==> src/rtl/autosa_cmac_reg_initiator.sv <==
// CMAC register-control initiator: serialises write, read and poll-until-match
// requests onto the responder's offset/strobe/data interface, one response per request.
module autosa_cmac_reg_initiator #(
    parameter int POLL_GAP  = 4,
    parameter int MAX_POLLS = 256,
    parameter int CNT_W     = 9
) (
    input  logic             autosa_core_clk,
    input  logic             autosa_core_rst,
    input  logic             req_valid,
    output logic             req_ready,
    input  logic             req_wr,
    input  logic             req_poll,
    input  logic [11:0]      req_offset,
    input  logic [31:0]      req_wdata,
    input  logic [31:0]      req_mask,
    output logic             rsp_valid,
    input  logic             rsp_ready,
    output logic [31:0]      rsp_rdata,
    output logic             rsp_err,
    output logic [CNT_W-1:0] rsp_polls,
    output logic [11:0]      reg_offset,
    output logic             reg_wr_en,
    output logic [31:0]      reg_wr_data,
    input  logic [31:0]      reg_rd_data
);

    typedef enum logic [1:0] {IDLE, ACCESS, WAIT, RESP} state_t;

    localparam logic [CNT_W-1:0] MAX_C    = CNT_W'(MAX_POLLS);
    localparam logic [CNT_W-1:0] GAP_LAST = CNT_W'((POLL_GAP > 0) ? POLL_GAP - 1 : 0);

    state_t           state;
    logic             lat_wr;
    logic             lat_poll;
    logic [31:0]      lat_val;
    logic [31:0]      lat_mask;
    logic [CNT_W-1:0] rd_cnt;
    logic [CNT_W-1:0] gap_cnt;
    logic [CNT_W-1:0] rd_cnt_n;
    logic             hit;

    assign req_ready = (state == IDLE);
    assign rd_cnt_n  = rd_cnt + CNT_W'(1);
    // Only masked bits take part in the poll comparison.
    assign hit       = ((reg_rd_data ^ lat_val) & lat_mask) == 32'd0;

    always_ff @(posedge autosa_core_clk) begin
        if (autosa_core_rst) begin
            state       <= IDLE;
            lat_wr      <= 1'b0;
            lat_poll    <= 1'b0;
            lat_val     <= '0;
            lat_mask    <= '0;
            rd_cnt      <= '0;
            gap_cnt     <= '0;
            rsp_valid   <= 1'b0;
            rsp_rdata   <= '0;
            rsp_err     <= 1'b0;
            rsp_polls   <= '0;
            reg_offset  <= '0;
            reg_wr_en   <= 1'b0;
            reg_wr_data <= '0;
        end else begin
            case (state)
                IDLE: begin
                    if (req_valid) begin
                        lat_wr     <= req_wr;
                        lat_poll   <= req_poll & ~req_wr;
                        lat_val    <= req_wdata;
                        lat_mask   <= req_mask;
                        rd_cnt     <= '0;
                        reg_offset <= req_offset;
                        reg_wr_en  <= req_wr;
                        if (req_wr)
                            reg_wr_data <= req_wdata;
                        state      <= ACCESS;
                    end
                end
                ACCESS: begin
                    if (lat_wr) begin
                        reg_wr_en <= 1'b0;
                        rsp_rdata <= '0;
                        rsp_err   <= 1'b0;
                        rsp_polls <= '0;
                        rsp_valid <= 1'b1;
                        state     <= RESP;
                    end else begin
                        rd_cnt <= rd_cnt_n;
                        if (!lat_poll || hit || rd_cnt_n == MAX_C) begin
                            rsp_rdata <= reg_rd_data;
                            rsp_err   <= lat_poll && !hit;
                            rsp_polls <= rd_cnt_n;
                            rsp_valid <= 1'b1;
                            state     <= RESP;
                        end else if (POLL_GAP == 0) begin
                            state <= ACCESS;
                        end else begin
                            gap_cnt <= '0;
                            state   <= WAIT;
                        end
                    end
                end
                WAIT: begin
                    gap_cnt <= gap_cnt + CNT_W'(1);
                    if (gap_cnt == GAP_LAST)
                        state <= ACCESS;
                end
                RESP: begin
                    if (rsp_ready) begin
                        rsp_valid <= 1'b0;
                        state     <= IDLE;
                    end
                end
                default: state <= IDLE;
            endcase
        end
    end

endmodule
==> config.mk <==
export PLATFORM = sky130hd
export DESIGN_NAME = autosa_cmac_reg_initiator
export DESIGN_NICKNAME = d
export VERILOG_FILES = /design/src/rtl/autosa_cmac_reg_initiator.sv
export SDC_FILE = /design/constraint.sdc
export NUM_CORES = 1
export LEC_CHECK = 0
export CAP_MARGIN = 20
export CORE_MARGIN = 4
export CORE_UTILIZATION = 63
export CTS_CLUSTER_DIAMETER = 30
export DETAILED_ROUTE_END_ITERATION = 8
export DONT_BUFFER_PORTS = 1
export GPL_ROUTABILITY_DRIVEN = 0
export HOLD_SLACK_MARGIN = 0.1
export PLACE_DENSITY = 0.88
export REMOVE_ABC_BUFFERS = 1
export SETUP_SLACK_MARGIN = 0.2
export SYNTH_ARGS = -nofsm -noshare
export SYNTH_HDL_FRONTEND = slang
export SYNTH_SLANG_ARGS = --single-unit
==> constraint.sdc <==
create_clock -name autosa_core_clk -period 5.2 [get_ports autosa_core_clk]
set_clock_uncertainty 0.15 [all_clocks]
set_input_delay 0.78 -clock autosa_core_clk [delete_from_list [all_inputs] [get_ports autosa_core_clk]]
set_output_delay 0.78 -clock autosa_core_clk [all_outputs]
set_load 0.05 [all_outputs]
==> results of run 1 <==
==> sequential cells by signal (all words and copies together), names as in the netlist <==
| register | flops |
|---|---|
| lat_val | 32 |
| rsp_valid | 1 |
| reg_wr_data | 32 |
| lat_mask | 32 |
| rsp_polls | 9 |
| gap_cnt | 9 |
| rd_cnt | 9 |
| rsp_rdata | 32 |
| lat_wr | 1 |
| state | 2 |
| reg_offset | 12 |
| lat_poll | 1 |
| rsp_err | 1 |
| reg_wr_en | 1 |
==> power groups by stage <==
| stage | clock (mW) | combinational, mW | sequential [mW] |
|---|---|---|---|
| final | 1.23 | 0.626 | 1.78 |
| after global routing | 1.29 | 0.689 | 1.80 |
| after CTS | 1.24 | 0.610 | 1.78 |
| after detailed placement | 0 | 0.604 | 1.81 |
| after global placement | 0 | 0.586 | 1.80 |
| after floorplan | 0 | 0.461 | 1.78 |
==> cell usage in the layout (no fill, tap or decap), drive strengths merged, types with 5 or more instances in the layout <==
master	n
xnor2	8
buf	10
xor2	38
a21oi	129
dfxtp	174
nor3	12
clkbuf	23
inv	36
nor2b	86
a22oi	18
nand3	10
a41oi	41
nor2	27
o41ai	40
o21ai	6
nand2	232
nand4	6
nor4	5
==> metal layers <==
layer,up-vias,track usage [%]
li1,3226,-
met1,3144,30.8
met2,248,41.1
met3,32,9.17
met4,0,9.07
met5,-,0
==> through the flow <==
step           worst slack, ns  hold slack (ns)  instance area, um^2
2_1_floorplan           -0.130            0.271                 8040
5_1_grt                   1.56            0.267                 8960
6_report                  1.81            0.272                 8960
3_5_place_dp              1.64            0.292                 8350
4_1_cts                   1.86            0.271                 8900
3_3_place_gp              1.67            0.288                 8350
==> path summary, 6_finish.rpt <==
check | startpoint | cells after the start | to | slack, ns
setup / recovery | rd_cnt[0] | 8 | rsp_polls[6] | 1.81
hold / removal | autosa_core_rst | 1 | reg_wr_data[13] | 0.27
setup reg to reg | rd_cnt[0] | 8 | rsp_polls[6] | 1.81
hold reg to reg | lat_mask[10] | 2 | lat_mask[10] | 0.30
==> layout make-up <==
type	count	area, um^2	share of cell area (%)
multi-input combinational	682	4460	49.8
sequential	174	3480	38.9
clock buffer	23	468	5.22
tap	172	215	2.40
inverter	36	135	1.51
timing repair buffer	10	108	1.20
clock inverter	6	87.6	0.978
==> cell families (layout without fill, tap and decap cells) <==
group,after synthesis,count (layout)
AO/OA/AOI/OAI,243,243
XOR/XNOR,46,46
adder cells (fa/ha/maj),3,3
buffers and inverters,118,75
flip-flops,174,174
AND/OR/NAND/NOR,390,390
==> impl_metrics.py, run 1 <==
metrics = {
    "floorplan": {
        "start_util_pct": 65.4,
        "die_x_um": 124,
        "die_y_um": 124,
        "core-area_um2": 12900,
        "rows": 41,
        "boundaryPins": 203,
        "die-area_um2": 15300,
    },
    "sta": {
        "worst_slew_pin_slew_ns": 0.926,
        "slew_headroom_pct": 38.0,
        "setup_viol": 0,
        "fin_tns_setup_ns": 0,
        "timing.fmax_mhz": 295,
        "rsz0062_at_grt": "false",
        "min_period_ns": 3.39,
        "finalMaxSlewViolations": 0,
        "hold_violations": 0,
        "fin_crit_sh_pct": 65.2,
    },
    "min_path": {
        "hold_path.class": "in -> reg",
    },
    "worst_setup_path": {
        "critPathBufInv": 1,
        "slowest_stage": "nor2_4",
        "crit_path_start_kind": "flip-flop",
        "cp_slowest_stage_delay_ns": 0.62,
        "critPathMaxFanout": 21,
        "crit_chain": "ha_1 > nand3_1 > nor2_1 > xor2_1 > o31ai_4 > nor2_4 > buf_4 > o21ai_0",
        "critPathArrivalTime_ns": 3.53,
        "worst-setup-path-type": "reg -> reg",
        "critPathRequiredTime_ns": 5.34,
        "endpoint_kind": "flip-flop",
        "worst_path_dominant_cell_family": "simple AND/OR/NAND/NOR gates",
    },
    "synthesis": {
        "synth_fa_ha_area_share_pct": 0.446,
        "synthTopCellsByArea": "dfxtp_1 (41%), nand2_1 (10%), a41oi_2 (7.7%), a21oi_1 (7.7%), o41ai_2 (7.5%)",
        "syn_area_um2": 8420,
        "yosysMostFrequentCell": "nand2_1",
        "yosysSeqAreaShare_pct": 41.3,
        "async_reset_ff_share_pct": 0,
        "syn_inst": 974,
        "synth_edf_count": 0,
        "yosys_warnings": 0,
        "synth_simple_gate_area_share_pct": 21.2,
        "synth_compound_area_share_pct": 26.1,
        "synth_xor_area_share_pct": 4.78,
        "ys_top_cells_by_count": "nand2_1 (232), dfxtp_1 (174), a21oi_1 (129)",
        "ys_ff_latch": 174,
        "synthMuxAreaShare_pct": 0,
        "netlist.area_leader.share_pct": 41.3,
        "ys_types": 43,
        "synth_top_family_by_area": "compound AO/OA/AOI/OAI gates",
        "synthFlopType": "dfxtp_1",
        "syn_avg_cell_area_um2": 8.65,
        "yosysTopAreaCell": "dfxtp_1",
    },
    "route": {
        "dr.pass1.iters": 6,
        "drt-met1-wl_um": 8080,
        "met3WireLength_um": 1920,
        "vias_per_cell": 6.03,
        "route.met2.wl_um": 9470,
        "routed_wl_um": 19900,
        "via_count": 6650,
        "ant_nets": 0,
        "drc": 0,
        "drtIter0Drc": 359,
        "highest_layer": "met4",
        "routedWlPerCell_um": 18.0,
    },
    "power_and_ir_drop": {
        "p_comb_share_pct": 17.2,
        "p_clk_share_pct": 33.8,
        "vdd_ir_drop_max_mv": 0.288,
        "power_density_nw_per_um2": 406,
        "pwr-share-seq_pct": 49.0,
        "p_int_mw": 2.39,
        "p_sw_mw": 1.25,
        "leakage_nw": 3.37,
        "power_mw": 3.63,
        "p_sw_share_pct": 34.3,
    },
    "job": {
        "drv_cap": 0,
    },
    "global_routing": {
        "grt_antenna_before_repair": 0,
        "grt_max_degree": 216,
        "grt_pass1_vias": 6209,
        "grt_overflow": 0,
        "grt_use_total_pct": 25.3,
        "grt_pass1_wl_um": 30500,
    },
    "cells_and_area": {
        "drive_above_1_share_pct": 13.5,
        "syn_to_final_growth_pct": 6.33,
        "n_antenna_cell": 0,
        "fin_cells": 1103,
        "post-route-util_pct": 69.6,
        "fin_nets": 1038,
        "fillerInstances": 952,
    },
    "clocking": {
        "cts_root_buffer": "clkbuf_16",
        "clkTransAtPathRegs_ns": 0.07,
        "post_cts_resized": 0,
        "cts.sinks": 174,
        "post-cts-setup-buffers": 0,
        "postCtsHoldBufs": 0,
        "cts_buffer_depth": 2,
        "clk_latency_ns": 0.43,
        "htree_levels": 4,
        "cts_tree": "built",
        "cts-buffers-inserted": 17,
    },
    "placement": {
        "dp_hpwl_um": 12700,
        "port-buffer-count": 0,
        "placed_cells": 1071,
    },
    "status": {
        "status": "finished, final reports clean",
    },
}
Power figures use the tool's default switching activity.
==> inputs of run 2 (changes only) <==
Clock period 5.2 ns to 3.5 ns, I/O delays scaled along.
==> impl_metrics.py, run 2 (synthesis gave the netlist of run 1 again) <==
metrics = {
    "min_path": {
        "min_path_cells": 2,
        "hp-start": "req_mask[19]",
        "hold_path.class": "in -> reg",
        "holdPathEnd": "lat_mask[19]",
    },
    "worst_setup_path": {
        "critPathRequiredTime_ns": 3.64,
        "crit_path_start_kind": "flip-flop",
        "ff2ff_path_depth": 8,
        "critPathArrivalTime_ns": 3.23,
        "endpoint_kind": "flip-flop",
        "r2r_slack_ns": 0.41,
        "critPathMaxFanout": 22,
        "regToRegStartpoint": "rd_cnt[0]",
        "rr_endpoint": "rsp_rdata[10]",
        "worst-setup-path-type": "reg -> reg",
    },
    "clocking": {
        "clk_latency_ns": 0.43,
        "cts_buffer_depth": 2,
        "cts_root_buffer": "clkbuf_16",
        "post_cts_resized": 0,
        "htree_levels": 4,
        "cts-buffers-inserted": 17,
        "cts.sinks": 174,
        "cts_tree": "built",
        "post-cts-setup-buffers": 0,
        "postCtsHoldBufs": 107,
        "clkTransAtPathRegs_ns": 0.07,
    },
    "power_and_ir_drop": {
        "power_density_nw_per_um2": 559,
        "leakage_nw": 4.01,
        "vdd_ir_drop_max_mv": 0.385,
    },
    "floorplan": {
        "core-area_um2": 12900,
        "die_x_um": 124,
        "start_util_pct": 65.4,
        "die_y_um": 124,
        "rows": 41,
        "die-area_um2": 15300,
        "boundaryPins": 203,
    },
    "sta": {
        "setup_viol": 0,
        "worst_hold_slack_ns": 0.102,
        "fin_crit_sh_pct": 88.2,
        "timing.fmax_mhz": 324,
        "finalMaxSlewViolations": 0,
        "min_period_ns": 3.09,
        "worst_slew_pin_slew_ns": 0.963,
        "rsz0062_at_grt": "false",
        "hold_violations": 0,
        "slew_headroom_pct": 35.8,
    },
    "global_routing": {
        "grt_pass1_vias": 7730,
        "grt_pass1_wl_um": 39800,
        "grt_use_total_pct": 32.9,
        "grt_antenna_before_repair": 0,
        "grt_overflow": 0,
        "grt_max_degree": 110,
    },
    "job": {
        "drv_cap": 0,
    },
    "route": {
        "vias_per_cell": 6.17,
        "routedWlPerCell_um": 20.4,
        "drc": 0,
        "ant_nets": 0,
        "routed_wl_um": 24900,
        "dr.pass1.iters": 6,
        "drtIter0Drc": 543,
        "via_count": 7524,
    },
    "cells_and_area": {
        "final_common_cell": "nand2_1",
        "post-route-util_pct": 78.5,
        "syn_to_final_growth_pct": 20.0,
        "drive_above_1_share_pct": 12.8,
        "fin_nets": 1151,
        "final_cell_mix": "nand2_1 (232), dfxtp_1 (174), a21oi_1 (129), dlygate4sd3_1 (109), nor2b_1 (84)",
        "fillerInstances": 767,
    },
    "placement": {
        "dp_hpwl_um": 13700,
        "port-buffer-count": 0,
    },
    "status": {
        "status": "finished, final reports clean",
    },
}
## run 2: cell types whose count changed in the layout (fill, tap and decap cells not counted), moves of 2 or more
cell and delta:
clkbuf_8 +2, buf_4 +4, dlygate4sd3_1 +109, clkinv_4 +2
## run 2: final cells by class
class / instances / area (um^2) / share of cell area (%)
tap: 172 / 215 / 2.13
sequential: 174 / 3480 / 34.4
timing repair buffer: 123 / 1240 / 12.3
multi-input combinational: 682 / 4460 / 44.1
inverter: 36 / 135 / 1.34
antenna: 1 / 2.50 / 0.0247
clock buffer: 24 / 492 / 4.86
clock inverter: 8 / 82.6 / 0.817
## run 2: per-layer routing
layer  wire length, um  GRT usage (%)
met1              9400           38.2
met2             12200           56.0
met3              2470           10.3
met4               843           13.9
met5                 0              0
## run 2: metrics by stage
stage | instances | worst slack [ns] | total power [mW] | setup TNS [ns] | cell area [um^2]
after floorplan | 892 | -1.83 | 3.32 | -83.48 | 8040
after global placement | 1077 | 0.590 | 3.58 | 0 | 8420
after detailed placement | 1077 | 0.493 | 3.62 | 0 | 8420
after CTS | 1216 | 0.470 | 5.59 | 0 | 10100
after global routing | 1219 | 0.232 | 5.86 | 0 | 10100
final | 1220 | 0.414 | 5.65 | 0 | 10100
## run 2: worst max-delay path: stages (launching register included)
cell and delay [ns]:
dfxtp_1 0.53, ha_1 0.36, nand3_1 0.18, nor2_1 0.15, xor2_1 0.38, o31ai_4 0.17
nor2_4 0.61, buf_12 0.29, o41ai_2 0.09
## run 2: worst max path at each step
stage                     cells after the start      start            end
after floorplan                               4     lat_wr   rsp_polls[6]
after global placement                        8  rd_cnt[0]  rsp_rdata[30]
after detailed placement                      8  rd_cnt[0]  rsp_rdata[23]
after CTS                                     8  rd_cnt[0]   rsp_rdata[9]
after global routing                          8  rd_cnt[0]   rsp_rdata[0]
final                                         8  rd_cnt[0]  rsp_rdata[10]
## run 2: where the power goes
part | total, mW | switching [mW] | internal, mW
sequential | 2.66 | 0.490 | 2.17
combinational | 1.13 | 0.719 | 0.415
clock | 1.86 | 0.799 | 1.06
total | 5.65 | 2.01 | 3.64
==> inputs of run 3 (changes only) <==
Settings changed: CAP_MARGIN 20 to not set.
==> results of run 3 <==
The final DEF is identical to that of run 2; final timing and power are the same.
